## src/rtl/fetch_queue_unit_pkg.sv

```systemverilog
// Shared constants for the instruction-fetch front end: reset PC, canonical NOP,
// and the occupancy-counter width helper (wide enough to represent a full queue).
package fetch_queue_unit_pkg;

    localparam logic [31:0] PC_RESET  = 32'h0000_2000;
    localparam logic [31:0] INSTR_NOP = 32'h0000_0013;

    function automatic int cnt_width(input int depth);
        return $clog2(depth) + 1;
    endfunction

endpackage

```

## src/rtl/fetch_queue_unit_if.sv

```systemverilog
// Fetch-unit bus: icache request/response, redirect input and the decode-side
// valid/ready head port. master = fetch unit, slave = icache/decode environment.
interface fetch_queue_unit_if #(
    parameter int XLEN  = 32,
    parameter int CNT_W = 3
);
    logic [XLEN-1:0]  icache_addr;
    logic             icache_re;
    logic [XLEN-1:0]  icache_dout;
    logic             redirect_valid;
    logic [XLEN-1:0]  redirect_pc;
    logic             out_valid;
    logic             out_ready;
    logic [XLEN-1:0]  out_pc;
    logic [XLEN-1:0]  out_instr;
    logic [CNT_W-1:0] occupancy;

    modport master (
        output icache_addr, icache_re,
        input  icache_dout,
        input  redirect_valid, redirect_pc,
        output out_valid, out_pc, out_instr, occupancy,
        input  out_ready
    );

    modport slave (
        input  icache_addr, icache_re,
        output icache_dout,
        output redirect_valid, redirect_pc,
        input  out_valid, out_pc, out_instr, occupancy,
        output out_ready
    );
endinterface

```

## src/rtl/fetch_queue_unit_fetch_fifo.sv

```systemverilog
// Circular {pc, instr} buffer: push/pop/flush with count; head read is from registers.
// Flush beats push and still advances head on a concurrent pop; the parent gates all enables.
module fetch_fifo #(
    parameter int DEPTH = 4,
    parameter int WIDTH = 64
) (
    input  logic                       clk,
    input  logic                       reset,
    input  logic                       push_i,
    input  logic [WIDTH-1:0]           push_dat_i,
    input  logic                       pop_i,
    input  logic                       flush_i,
    output logic [WIDTH-1:0]           head_dat_o,
    output logic [$clog2(DEPTH):0]     count_o
);
    localparam int PW = $clog2(DEPTH);
    localparam int CW = PW + 1;

    logic [WIDTH-1:0] mem_q [DEPTH];
    logic [PW-1:0]    head_q, head_d;
    logic [PW-1:0]    tail_q, tail_d;
    logic [CW-1:0]    count_q, count_d;

    always_comb begin
        head_d  = head_q + PW'(pop_i);
        tail_d  = tail_q + PW'(push_i);
        count_d = count_q + CW'(push_i) - CW'(pop_i);
        if (flush_i) begin
            tail_d  = head_d;
            count_d = '0;
        end
    end

    always_ff @(posedge clk) begin
        if (reset) begin
            head_q  <= '0;
            tail_q  <= '0;
            count_q <= '0;
        end else begin
            head_q  <= head_d;
            tail_q  <= tail_d;
            count_q <= count_d;
        end
    end

    // Storage needs no reset: entries are only observed while count is non-zero.
    always_ff @(posedge clk) begin
        if (push_i && !flush_i) begin
            mem_q[tail_q] <= push_dat_i;
        end
    end

    assign head_dat_o = mem_q[head_q];
    assign count_o    = count_q;

endmodule

```

## src/rtl/fetch_queue_unit.sv

```systemverilog
// Fetch PC owner + DEPTH-entry decoupling queue; issue->head 2 cycles, 1 instr/cycle steady state.
// Credit-based issue (queued + in-flight never exceeds DEPTH); stall freezes all state.
module fetch_queue_unit
    import fetch_queue_unit_pkg::*;
#(
    parameter int              DEPTH    = 4,
    parameter int              XLEN     = 32,
    parameter logic [XLEN-1:0] RESET_PC = XLEN'(PC_RESET)
) (
    input  logic               clk,
    input  logic               reset,
    input  logic               stall,
    fetch_queue_unit_if.master bus
);
    localparam int               CNT_W   = cnt_width(DEPTH);
    localparam int               ENT_W   = 2 * XLEN;
    localparam logic [CNT_W:0]   DEPTH_W = (CNT_W + 1)'(DEPTH);

    logic [XLEN-1:0]  fetch_pc_q, fetch_pc_d;
    logic             inflight_vld_q, inflight_vld_d;
    logic [XLEN-1:0]  inflight_pc_q, inflight_pc_d;

    logic [CNT_W-1:0] count;
    logic [ENT_W-1:0] head_dat;
    logic [XLEN-1:0]  target;
    logic [CNT_W:0]   pending;
    logic             out_vld;
    logic             redirect, pop, push, credit, issue;

    assign out_vld  = (count != '0);
    assign redirect = bus.redirect_valid & ~stall;
    assign pop      = out_vld & bus.out_ready & ~stall;
    assign push     = inflight_vld_q & ~stall & ~reset & ~bus.redirect_valid;
    assign target   = bus.redirect_pc & ~XLEN'(3);

    // Entries already promised to the queue once this cycle's pop retires.
    assign pending  = {1'b0, count} + (CNT_W + 1)'(inflight_vld_q) - (CNT_W + 1)'(pop);
    assign credit   = (pending < DEPTH_W);
    // A redirect flushes the queue, so its target never waits for credit.
    assign issue    = ~stall & ~reset & (redirect | credit);

    assign bus.icache_re   = issue;
    assign bus.icache_addr = (issue & redirect) ? target : fetch_pc_q;

    always_comb begin
        fetch_pc_d     = fetch_pc_q;
        inflight_vld_d = inflight_vld_q;
        inflight_pc_d  = inflight_pc_q;
        if (issue) begin
            fetch_pc_d = bus.icache_addr + XLEN'(4);
        end
        if (!stall) begin
            inflight_vld_d = issue;
            if (issue) begin
                inflight_pc_d = bus.icache_addr;
            end
        end
    end

    always_ff @(posedge clk) begin
        if (reset) begin
            fetch_pc_q     <= RESET_PC;
            inflight_vld_q <= 1'b0;
            inflight_pc_q  <= RESET_PC;
        end else begin
            fetch_pc_q     <= fetch_pc_d;
            inflight_vld_q <= inflight_vld_d;
            inflight_pc_q  <= inflight_pc_d;
        end
    end

    fetch_fifo #(
        .DEPTH (DEPTH),
        .WIDTH (ENT_W)
    ) u_fifo (
        .clk        (clk),
        .reset      (reset),
        .push_i     (push),
        .push_dat_i ({inflight_pc_q, bus.icache_dout}),
        .pop_i      (pop & ~reset),
        .flush_i    (redirect & ~reset),
        .head_dat_o (head_dat),
        .count_o    (count)
    );

    assign bus.out_valid = out_vld;
    assign bus.out_pc    = head_dat[ENT_W-1:XLEN];
    assign bus.out_instr = out_vld ? head_dat[XLEN-1:0] : XLEN'(INSTR_NOP);
    assign bus.occupancy = count;

endmodule

```

## src/flat_wrapper.sv

```systemverilog
// flat-port wrapper written by rule: the top's interface ports become plain ports
module fetch_queue_unit_flat import fetch_queue_unit_pkg::*;
#(
    parameter int              DEPTH    = 4,
    parameter int              XLEN     = 32,
    parameter logic [XLEN-1:0] RESET_PC = XLEN'(PC_RESET)
)
  (clk, reset, stall, bus_icache_addr, bus_icache_re, bus_icache_dout, bus_redirect_valid, bus_redirect_pc, bus_out_valid, bus_out_pc, bus_out_instr, bus_occupancy, bus_out_ready);
  fetch_queue_unit_if #(.XLEN(XLEN), .CNT_W(3)) bus_i ();
  input  logic clk;
  input  logic reset;
  input  logic stall;
  output wire logic [$bits(bus_i.icache_addr)-1:0] bus_icache_addr;
  output wire logic [$bits(bus_i.icache_re)-1:0] bus_icache_re;
  input wire logic [$bits(bus_i.icache_dout)-1:0] bus_icache_dout;
  input wire logic [$bits(bus_i.redirect_valid)-1:0] bus_redirect_valid;
  input wire logic [$bits(bus_i.redirect_pc)-1:0] bus_redirect_pc;
  output wire logic [$bits(bus_i.out_valid)-1:0] bus_out_valid;
  output wire logic [$bits(bus_i.out_pc)-1:0] bus_out_pc;
  output wire logic [$bits(bus_i.out_instr)-1:0] bus_out_instr;
  output wire logic [$bits(bus_i.occupancy)-1:0] bus_occupancy;
  input wire logic [$bits(bus_i.out_ready)-1:0] bus_out_ready;
  assign bus_icache_addr = bus_i.icache_addr;
  assign bus_icache_re = bus_i.icache_re;
  assign bus_i.icache_dout = bus_icache_dout;
  assign bus_i.redirect_valid = bus_redirect_valid;
  assign bus_i.redirect_pc = bus_redirect_pc;
  assign bus_out_valid = bus_i.out_valid;
  assign bus_out_pc = bus_i.out_pc;
  assign bus_out_instr = bus_i.out_instr;
  assign bus_occupancy = bus_i.occupancy;
  assign bus_i.out_ready = bus_out_ready;
  fetch_queue_unit #(.DEPTH(DEPTH), .XLEN(XLEN), .RESET_PC(RESET_PC)) u_core (.clk(clk), .reset(reset), .stall(stall), .bus(bus_i));
endmodule
```

## config.mk

```make
export PLATFORM = sky130hd
export DESIGN_NAME = fetch_queue_unit_flat
export DESIGN_NICKNAME = d
export VERILOG_FILES = /design/src/rtl/fetch_queue_unit_pkg.sv /design/src/rtl/fetch_queue_unit_if.sv /design/src/rtl/fetch_queue_unit_fetch_fifo.sv /design/src/rtl/fetch_queue_unit.sv /design/src/flat_wrapper.sv
export SDC_FILE = /design/constraint.sdc
export NUM_CORES = 1
export LEC_CHECK = 0
export ABC_AREA = 1
export CAP_MARGIN = 20
export CELL_PAD_IN_SITES_DETAIL_PLACEMENT = 1
export CELL_PAD_IN_SITES_GLOBAL_PLACEMENT = 1
export CORE_ASPECT_RATIO = 0.6
export CORE_MARGIN = 3
export CORE_UTILIZATION = 25
export DETAILED_ROUTE_END_ITERATION = 7
export PLACE_DENSITY = 0.62
export SETUP_SLACK_MARGIN = 0.1
export SYNTH_ARGS = -nofsm -noshare
export SYNTH_HDL_FRONTEND = slang
export SYNTH_SLANG_ARGS = --single-unit
```

## constraint.sdc

```tcl
create_clock -name clk -period 7.37 [get_ports clk]
set_input_delay 1.1055 -clock clk [delete_from_list [all_inputs] [get_ports clk]]
set_output_delay 1.1055 -clock clk [all_outputs]
set_load 0.02 [all_outputs]
```

# [Word-level counts from Yosys, hierarchy flattened]
# Memory sizes are Yosys's and may differ from the RTL's. A register that Yosys moved wholly into a read port is not among the register bits.
# Cells that the tools add are included.
[totals] output_inout_bits=101 mem_count=1 mem_bits_rw=256 wordCells=41 regBits=72 input_bits=69
[mem_list] name="u_core.u_fifo.mem_q" depth=4 width=64 rd=1 rd_ports_with_merged_regs=1 write_ports=1 line_no="fetch_queue_unit_fetch_fifo.sv:19" rtl="logic [WIDTH-1:0] mem_q [DEPTH];"
[op_classes] add_sub_neg=7 order_cmp=1 n_bitwise=15 reduce_logical=5 mux=6
[op_table] op="$mux W32" n=2
[op_table] op="$add A32 B3 Y32 const B" n=1
[op_table] op="$and A1 B1 Y1" n=11
[op_table] op="$add A2 B1 Y2" n=2
[op_table] op="$add A3 B1 Y4" n=1
[op_table] op="$lt A4 B3 Y1 const B" n=1
[op_table] op="$mux W2" n=2
[op_table] op="$sub A4 B1 Y4" n=1
[op_table] op="$add A3 B1 Y3" n=1
[op_table] op="$not A1 Y1" n=3
[op_table] op="$reduce_bool A3 Y1" n=1
[op_table] op="$sub A3 B1 Y3" n=1
[op_table] op="$mux W1" n=2
[op_table] op="$reduce_and A2 Y1" n=1
[op_table] op="$reduce_or A2 Y1" n=1
[op_table] op="$logic_and A1 B1 Y1" n=1
[op_table] op="$logic_not A1 Y1" n=1
[op_table] op="$or A1 B1 Y1" n=1

# [Logic depth before layout (Yosys ltp)]
# Gate-level depths: netlist (run 1).
[depth] ltp_word=10 ltp_mapped=17

# [Modules after synthesis]
# A second synthesis (run 1) with hierarchy kept.
[hier_totals] cells_unflattened=1403 hier_area_um2=14041.0
[modules_own_cells] module="fetch_fifo" n_inst=1 seq_area_each_um2=7827.5 area_per_inst_um2=9975.8 cells_each=732
[modules_own_cells] module="fetch_queue_unit" n_inst=1 seq_area_each_um2=1301.2 area_per_inst_um2=4065.1 cells_each=671

# [Worst setup path after synthesis (run 1)]
# OpenSTA, ideal clock, no wires.
[synth_timing] kind="in2reg" start="in bus_redirect_valid" end="mem u_core.u_fifo.mem_q[0][0] (enable)" setup_time_ns=0.565 t_arrival_ns=6.139 n_path_buf=2 path_stages=5 path_slack_ns=0.666 path_cell_list="buf_2 -> buf_2 -> nor3_1 -> inv_1 -> nor3_1"
[synth_between] elab_chain_cells=6
[synth_rtl] element="start, declared" line_no="flat_wrapper.sv:16" rtl="input wire logic [$bits(bus_i.redirect_valid)-1:0] bus_redirect_valid;"
[synth_rtl] element="$and A1 B1 Y1" line_no="fetch_queue_unit.sv:31" rtl="assign redirect = bus.redirect_valid & ~stall;"
[synth_rtl] element="$and A1 B1 Y1" line_no="fetch_queue_unit.sv:81" rtl=".flush_i (redirect & ~reset),"
[synth_rtl] element="$logic_not A1 Y1" line_no="fetch_queue_unit_fetch_fifo.sv:48" rtl="if (push_i && !flush_i) begin"
[synth_rtl] element="$logic_and A1 B1 Y1 *" line_no="fetch_queue_unit_fetch_fifo.sv:48"
[synth_rtl] element="$mux W1 *" line_no="fetch_queue_unit_fetch_fifo.sv:48"
[synth_rtl] element="$mux W1 (not written as such) *" line_no="fetch_queue_unit_fetch_fifo.sv:49" rtl="mem_q[tail_q] <= push_dat_i;"
[synth_rtl] element="end, declared" line_no="fetch_queue_unit_fetch_fifo.sv:19"
# Mark *: on every way between the ends. The rest lies on a longest branch, timed or not.

# [Worst setup path after layout (run 1)]
[layout_timing] start="in reset" end="out bus_icache_addr[30]"
[layout_between] elab_chain_cells=5
[layout_rtl] element="start, declared" line_no="flat_wrapper.sv:11" rtl="input logic reset;"
[layout_rtl] element="$not A1 Y1" line_no="fetch_queue_unit.sv:40" rtl="assign issue = ~stall & ~reset & (redirect | credit);"
[layout_rtl] element="$and A1 B1 Y1 (2 in a row)" line_no="fetch_queue_unit.sv:40"
[layout_rtl] element="$and A1 B1 Y1" line_no="fetch_queue_unit.sv:43" rtl="assign bus.icache_addr = (issue & redirect) ? target : fetch_pc_q;"
[layout_rtl] element="$mux W32" line_no="fetch_queue_unit.sv:43"
[layout_rtl] element="end, declared" line_no="flat_wrapper.sv:13" rtl="output wire logic [$bits(bus_i.icache_addr)-1:0] bus_icache_addr;"
# Every way passes these cells.

==> results of run 1 <==
==> worst reg2reg max path, stage by stage (launching register included) <==
cell	delay, ns
dfxtp_1	0.44
nor3_2	0.08
nor3_1	0.16
ha_1	0.17
inv_1	0.04
ha_1	0.26
nand3b_1	0.11
nand2_1	0.06
nand2_1	0.05
nand2_1	0.04
nand2_1	0.27
nand2_1	0.18
inv_2	0.64
buf_4	0.44
nor2_1	0.13
o21ai_0	0.18
nand2_1	0.07
==> per-layer routing <==
layer / vias to the layer above / routed length (um) / track usage
li1: 4803 / - / -
met1: 4947 / 19700 / 0.199
met2: 203 / 18400 / 0.223
met3: 42 / 2180 / 0.0263
met4: 0 / 465 / 0.0216
met5: - / 0 / 0
==> kinds of logic after synthesis <==
group	synth area share
simple gates	0.178
flops	0.665
compound gates	0.101
xor+xnor	0.00510
buf+inv	0.0426
fa+ha+maj	0.00875
==> sequential cells by signal, indices dropped and copies added (netlist names) <==
name                   cells
u_core.u_fifo.head_q       2
u_core.inflight_vld_q      1
u_core.u_fifo.count_o      3
u_core.u_fifo.tail_q       2
u_core.fetch_pc_q         32
u_core.u_fifo.mem_q      256
u_core.inflight_pc_q      32
==> cell type report <==
type	instances	area, um^2
fill	5932	36200
sequential	328	9130
multi-input combinational	845	4050
timing repair buffer	185	1870
clock buffer	47	931
tap	703	880
inverter	71	275
clock inverter	12	134
==> placed cells by master (no fill, tap or decap), types with 21 or more instances in the layout <==
master	instances
nor2_1	268
edfxtp_1	256
nand2_1	184
o21ai_0	171
clkdlybuf4s50_1	167
dfxtp_1	70
inv_1	63
nand3_1	52
a21oi_1	40
clkbuf_16	35
o22ai_1	34
nand2_2	21
==> how the worst max path moves through the flow <==
stage               cells past startpoint                        end               start  slack [ns]
CTS                                     6        bus_icache_addr[30]               reset        2.28
global placement                        6        bus_icache_addr[30]               reset        2.28
finish                                  6        bus_icache_addr[30]               reset        2.27
floorplan                               5  u_core.u_fifo.mem_q[0][0]  bus_redirect_valid        0.67
global route                            6        bus_icache_addr[30]               reset        2.21
detailed placement                      6        bus_icache_addr[30]               reset        2.28
==> power groups by stage <==
stage / clock, mW / combinational, mW / sequential, mW
floorplan: 0 / 0.213 / 2.12
global placement: 0 / 0.384 / 2.13
detailed placement: 0 / 0.391 / 2.14
CTS: 1.73 / 0.393 / 2.10
global route: 1.81 / 0.427 / 2.10
finish: 1.66 / 0.387 / 2.10
==> through the flow <==
stage	instance area [um^2]	hold slack, ns
5_1_grt	17300	0.462
3_5_place_dp	16100	0.431
2_1_floorplan	13700	0.416
4_1_cts	17200	0.441
6_report	17300	0.437
3_3_place_gp	16100	0.427
==> reports/metrics.cfg, run 1 <==
[worst_setup_path]
worst_r2r_endpoint=u_core.fetch_pc_q[18]
worstSetupStartpointType=primary input
worstPathCellList=clkdlybuf4s50_1 > nor2_4 > nand2_4 > inv_6 > o21ai_0 > clkdlybuf4s50_1
timing.critical_path.fanout_max=41
required_ns=6.26
timing.critical_path.slowest_cell_delay_ns=0.93
reg2reg_slack_ns=3.94
slowest_stage=clkdlybuf4s50_1
rr_startpoint=u_core.u_fifo.count_o[2]
critical_path_buffer_and_inverter_count=3
count_of_cells_along_the_worst_register_to_register_path=16
most_used_cell_cp=clkdlybuf4s50_1
timing.critical_path.max_delay_family=buffers and inverters
critPathCaptureType=primary output
criticalPathCategory=in2out
cp_arrival_ns=4.00

[synthesis]
synth_top_area_cell=edfxtp_1
synth_area_um2=13700
synth_area_per_cell_um2=10.4
seq_area_frac_synth=0.665
synth_async_sr_flop_share=0
synth_fp_nets=1394
dominantRegCellSynth=edfxtp_1
ys_seq_elements=328
synth_warnings=0
synth_most_common_cell=nor2_1
post-synth-top-area-fraction=0.560
synth_commonest_cells=nor2_1, edfxtp_1, nand2_1, o21ai_0, dfxtp_1
post_synthesis_instance_total=1316
synth_enable_flop_cells=256
ys_top_cells_by_area=edfxtp_1, dfxtp_1, nor2_1
synth_cell_types=39

[power]
power.clock.fraction=0.401
static_power_due_to_leakage_nw=6.09
netSwitchingFraction=0.238
max-vdd-ir-drop_mv=0.129
power.total_mw=4.15
pwr-share-comb=0.093
power.share.sequential=0.505
p_switching_mw=0.987
cellPowerDensity_nw_per_um2=240
intPower_mw=3.16

[cts]
cts_root_buffer=clkbuf_16
cts_htree_levels=2
clk_pin_slew_ns=0.06
clock_sink_count=328
postCtsSetupBuffers=0
cts_buffer_depth=3
clock_latency_ns=0.53
cts-buffers-inserted=34
postCtsResizedCells=0
postCtsHoldBufs=0
tritoncts=done

[timing]
worst-slew-pin-transition_ns=1.11
finalSetupTns_ns=0
final-max-slew-violation-count=0
grt_setup_unrepaired=false
min_period_ns=5.10
max_freq_ghz=0.196
final.setup_skew_ns=0.0332
setup_viol=0
final_hold_viol_count=0
fin_crit_sh=0.692
postLayoutSetupSlackWorst_ns=2.27
slew-limit-headroom=0.258

[route]
drt-vias-per-instance=4.56
drt_iter0_drc=682
drt_drc_violations_left=0
vias=9995
drtPass1Iterations=5
ant_nets=0
finalWirelength_um=40700
route.detailed.wl_per_inst_um=18.6

[cells_and_area]
post-route-util=0.323
post_route_cells_drive_above_1_share=0.0853
finalNonFillerCells=2191
finalNetCount=1543
areaGrowthSynthToFinish_pct=25.7
antenna_cells_inserted=0

[place]
routabilityCongestion=0.879
number_of_i_o_port_buffers=167
dp.cells=2129
hpwlAfterDp_um=25700
place_worst_setup_slack_ns=2.28

[hold_path]
holdCritStartpoint=u_core.fetch_pc_q[0]
worst_hold_path.num_cells=2
min_delay_worst_endpoint=u_core.fetch_pc_q[0]
holdCritPathClass=reg2reg

[global_route]
antenna_found_initial=1
grt_use_total=0.139
largest_net_degree_at_the_start_of_global_routing=83
first_global_vias=10500
first_pass_grt_wire_length_um=62800
gr-total-overflow=0

[floorplanning]
floorplan.rows=65
io-pin-count=170
chipWidth_um=309
full_die_area_um2=57900
core_region_um2=53400
initial_utilization=0.257
die_height_um=188

[flow_run]
drv_cap=0

[run_status]
outcome=completed

Note: power is estimated with default switching activity, not from simulation.
==> inputs of run 2 (changes only) <==
Clock period 7.37 ns to 4.7 ns, I/O delays scaled along.
==> reports/metrics.cfg, run 2 (same netlist as run 1, synthesis figures left out) <==
[floorplanning]
floorplan.rows=65
chipWidth_um=309
core_region_um2=53400
die_height_um=188
initial_utilization=0.257
io-pin-count=170
full_die_area_um2=57900

[place]
hpwlAfterDp_um=26500
number_of_i_o_port_buffers=167
routabilityCongestion=0.837
dpl-instance-area_um2=16300

[cts]
tritoncts=done
cts_buffer_depth=3
cts-buffers-inserted=34
postCtsSetupBuffers=0
cts_root_buffer=clkbuf_16
clock_sink_count=328
postCtsResizedCells=0
postCtsHoldBufs=0
clock_latency_ns=0.52
cts_htree_levels=2
clk_pin_slew_ns=0.07

[route]
ant_nets=0
route.detailed.wl_per_inst_um=18.8
vias=10100
drt-vias-per-instance=4.60
finalWirelength_um=41300
drtPass1Iterations=5
drt_drc_violations_left=0
highest_layer=met4
routed-wl-met3_um=1820
drt_iter0_drc=570
routedLengthMet1_um=20300
met2_length_um=18400

[timing]
slew-limit-headroom=0.387
final-max-slew-violation-count=0
grt_setup_unrepaired=false
setup_viol=0
final.setup_skew_ns=0.0190
max_freq_ghz=0.243
final_hold_viol_count=0
fin_crit_sh=0.874
min_period_ns=4.11
worst-slew-pin-transition_ns=0.919

[hold_path]
worst_hold_path.num_cells=2
holdCritStartpoint=u_core.fetch_pc_q[0]
holdCritPathClass=reg2reg
min_delay_worst_endpoint=u_core.fetch_pc_q[0]

[worst_setup_path]
criticalPathCategory=in2out
critPathCaptureType=primary output
most_used_cell_cp=nand2_1
timing.critical_path.slowest_cell_delay_ns=0.64
critical_path_buffer_and_inverter_count=4
rr_startpoint=u_core.u_fifo.count_o[0]
reg2reg_slack_ns=1.64
count_of_cells_along_the_worst_register_to_register_path=17
worstSetupStartpointType=primary input
timing.critical_path.max_delay_family=buffers and inverters
worstPathCellList=clkdlybuf4s50_1 > inv_1 > nor3_1 > ha_1 > inv_1 > ha_1 > nand3b_1 > nand2_1 > nand2_1 > nand2_1 > nand2_1 > nand2_1 > clkdlybuf4s50_1
timing.critical_path.fanout_max=5
required_ns=3.99
slowest_stage=clkdlybuf4s50_1
cp_arrival_ns=3.40
worst_r2r_endpoint=u_core.fetch_pc_q[17]

[cells_and_area]
area_of_the_multi_input_gates_um2=4050
largest_register_ff_count=256
seqCellArea_um2=9130
finalInstanceArea_um2=17400
top_register=u_core.u_fifo.mem_q
n_fill_cell=5919
post_route_cells_drive_above_1_share=0.0909
top_regs=u_core.u_fifo.mem_q x256, u_core.fetch_pc_q x32, u_core.inflight_pc_q x32
layout_commonest_cell=nor2_1
areaGrowthSynthToFinish_pct=26.8
finalNetCount=1550
final_cell_mix=nor2_1, edfxtp_1, nand2_1, o21ai_0, clkdlybuf4s50_1
antenna_cells_inserted=0
post-route-util=0.326

[global_route]
largest_net_degree_at_the_start_of_global_routing=65
gr-total-overflow=0
first_global_vias=10700
antenna_found_initial=0
first_pass_grt_wire_length_um=64300
grt_use_total=0.143

[power]
cellPowerDensity_nw_per_um2=385
static_power_due_to_leakage_nw=6.17
max-vdd-ir-drop_mv=0.211

[run_status]
outcome=completed

[flow_run]
drv_cap=0

==> run 2: cell types whose count changed in the layout (fill, tap and decap cells not counted), moves of 3 or more <==
cell,change
clkinv_1,+5
clkbuf_1,-6
buf_12,+6
buf_16,-3
buf_4,+4
bufinv_16,+3
==> run 2: area by class of cell <==
type,count,area share
multi-input cells,845,0.232
inverters,71,0.0159
flip-flops and latches,328,0.524
repair buffers,192,0.111
well taps,703,0.0505
clock inverters,19,0.0137
clock buffers,41,0.0522
==> run 2: worst max path at each step <==
stage,startpoint,to,slack [ns],cells past startpoint
after detailed placement,bus_out_ready,bus_icache_re,0.59,13
after global placement,bus_out_ready,bus_icache_re,0.61,13
final,bus_out_ready,bus_icache_re,0.59,13
after floorplan,bus_redirect_valid,u_core.u_fifo.mem_q[0][0],-1.60,5
after global routing,bus_out_ready,bus_icache_re,0.43,13
after CTS,bus_out_ready,bus_icache_re,0.58,13
==> run 2: metrics by stage <==
step	total power, mW	hold slack [ns]	std cells	setup slack, ns	setup TNS [ns]
after global placement	3.96	0.425	2139	0.605	0
after detailed placement	3.98	0.433	2139	0.585	0
after floorplan	3.66	0.416	1316	-1.60	-410.49
after global routing	7.02	0.472	2199	0.435	0
final	6.71	0.439	2199	0.590	0
after CTS	6.83	0.444	2199	0.578	0
==> run 2: worst register-to-register path, cell delays in order (launching register included) <==
cell and delay (ns):
dfxtp_1 0.35, nor3_2 0.25, nor3_1 0.07, ha_1 0.18, inv_1 0.06, ha_1 0.23
nand3b_1 0.11, nand2_1 0.06, nand2_1 0.05, nand2_1 0.05, nand2_1 0.24, nand2_1 0.18
buf_4 0.29, inv_2 0.10, buf_4 0.36, nor2_1 0.13, o21ai_0 0.18, nand2_1 0.07
==> run 2: routing by layer <==
layer | vias to the layer above | track usage
li1 | 4832 | -
met1 | 5037 | 0.208
met2 | 194 | 0.224
met3 | 57 | 0.0235
met4 | 0 | 0.0292
met5 | - | 0
==> run 2: power breakdown <==
group | internal [mW] | switching (mW)
Sequential | 3.22 | 0.0675
Clock | 1.66 | 1.14
Combinational | 0.234 | 0.384
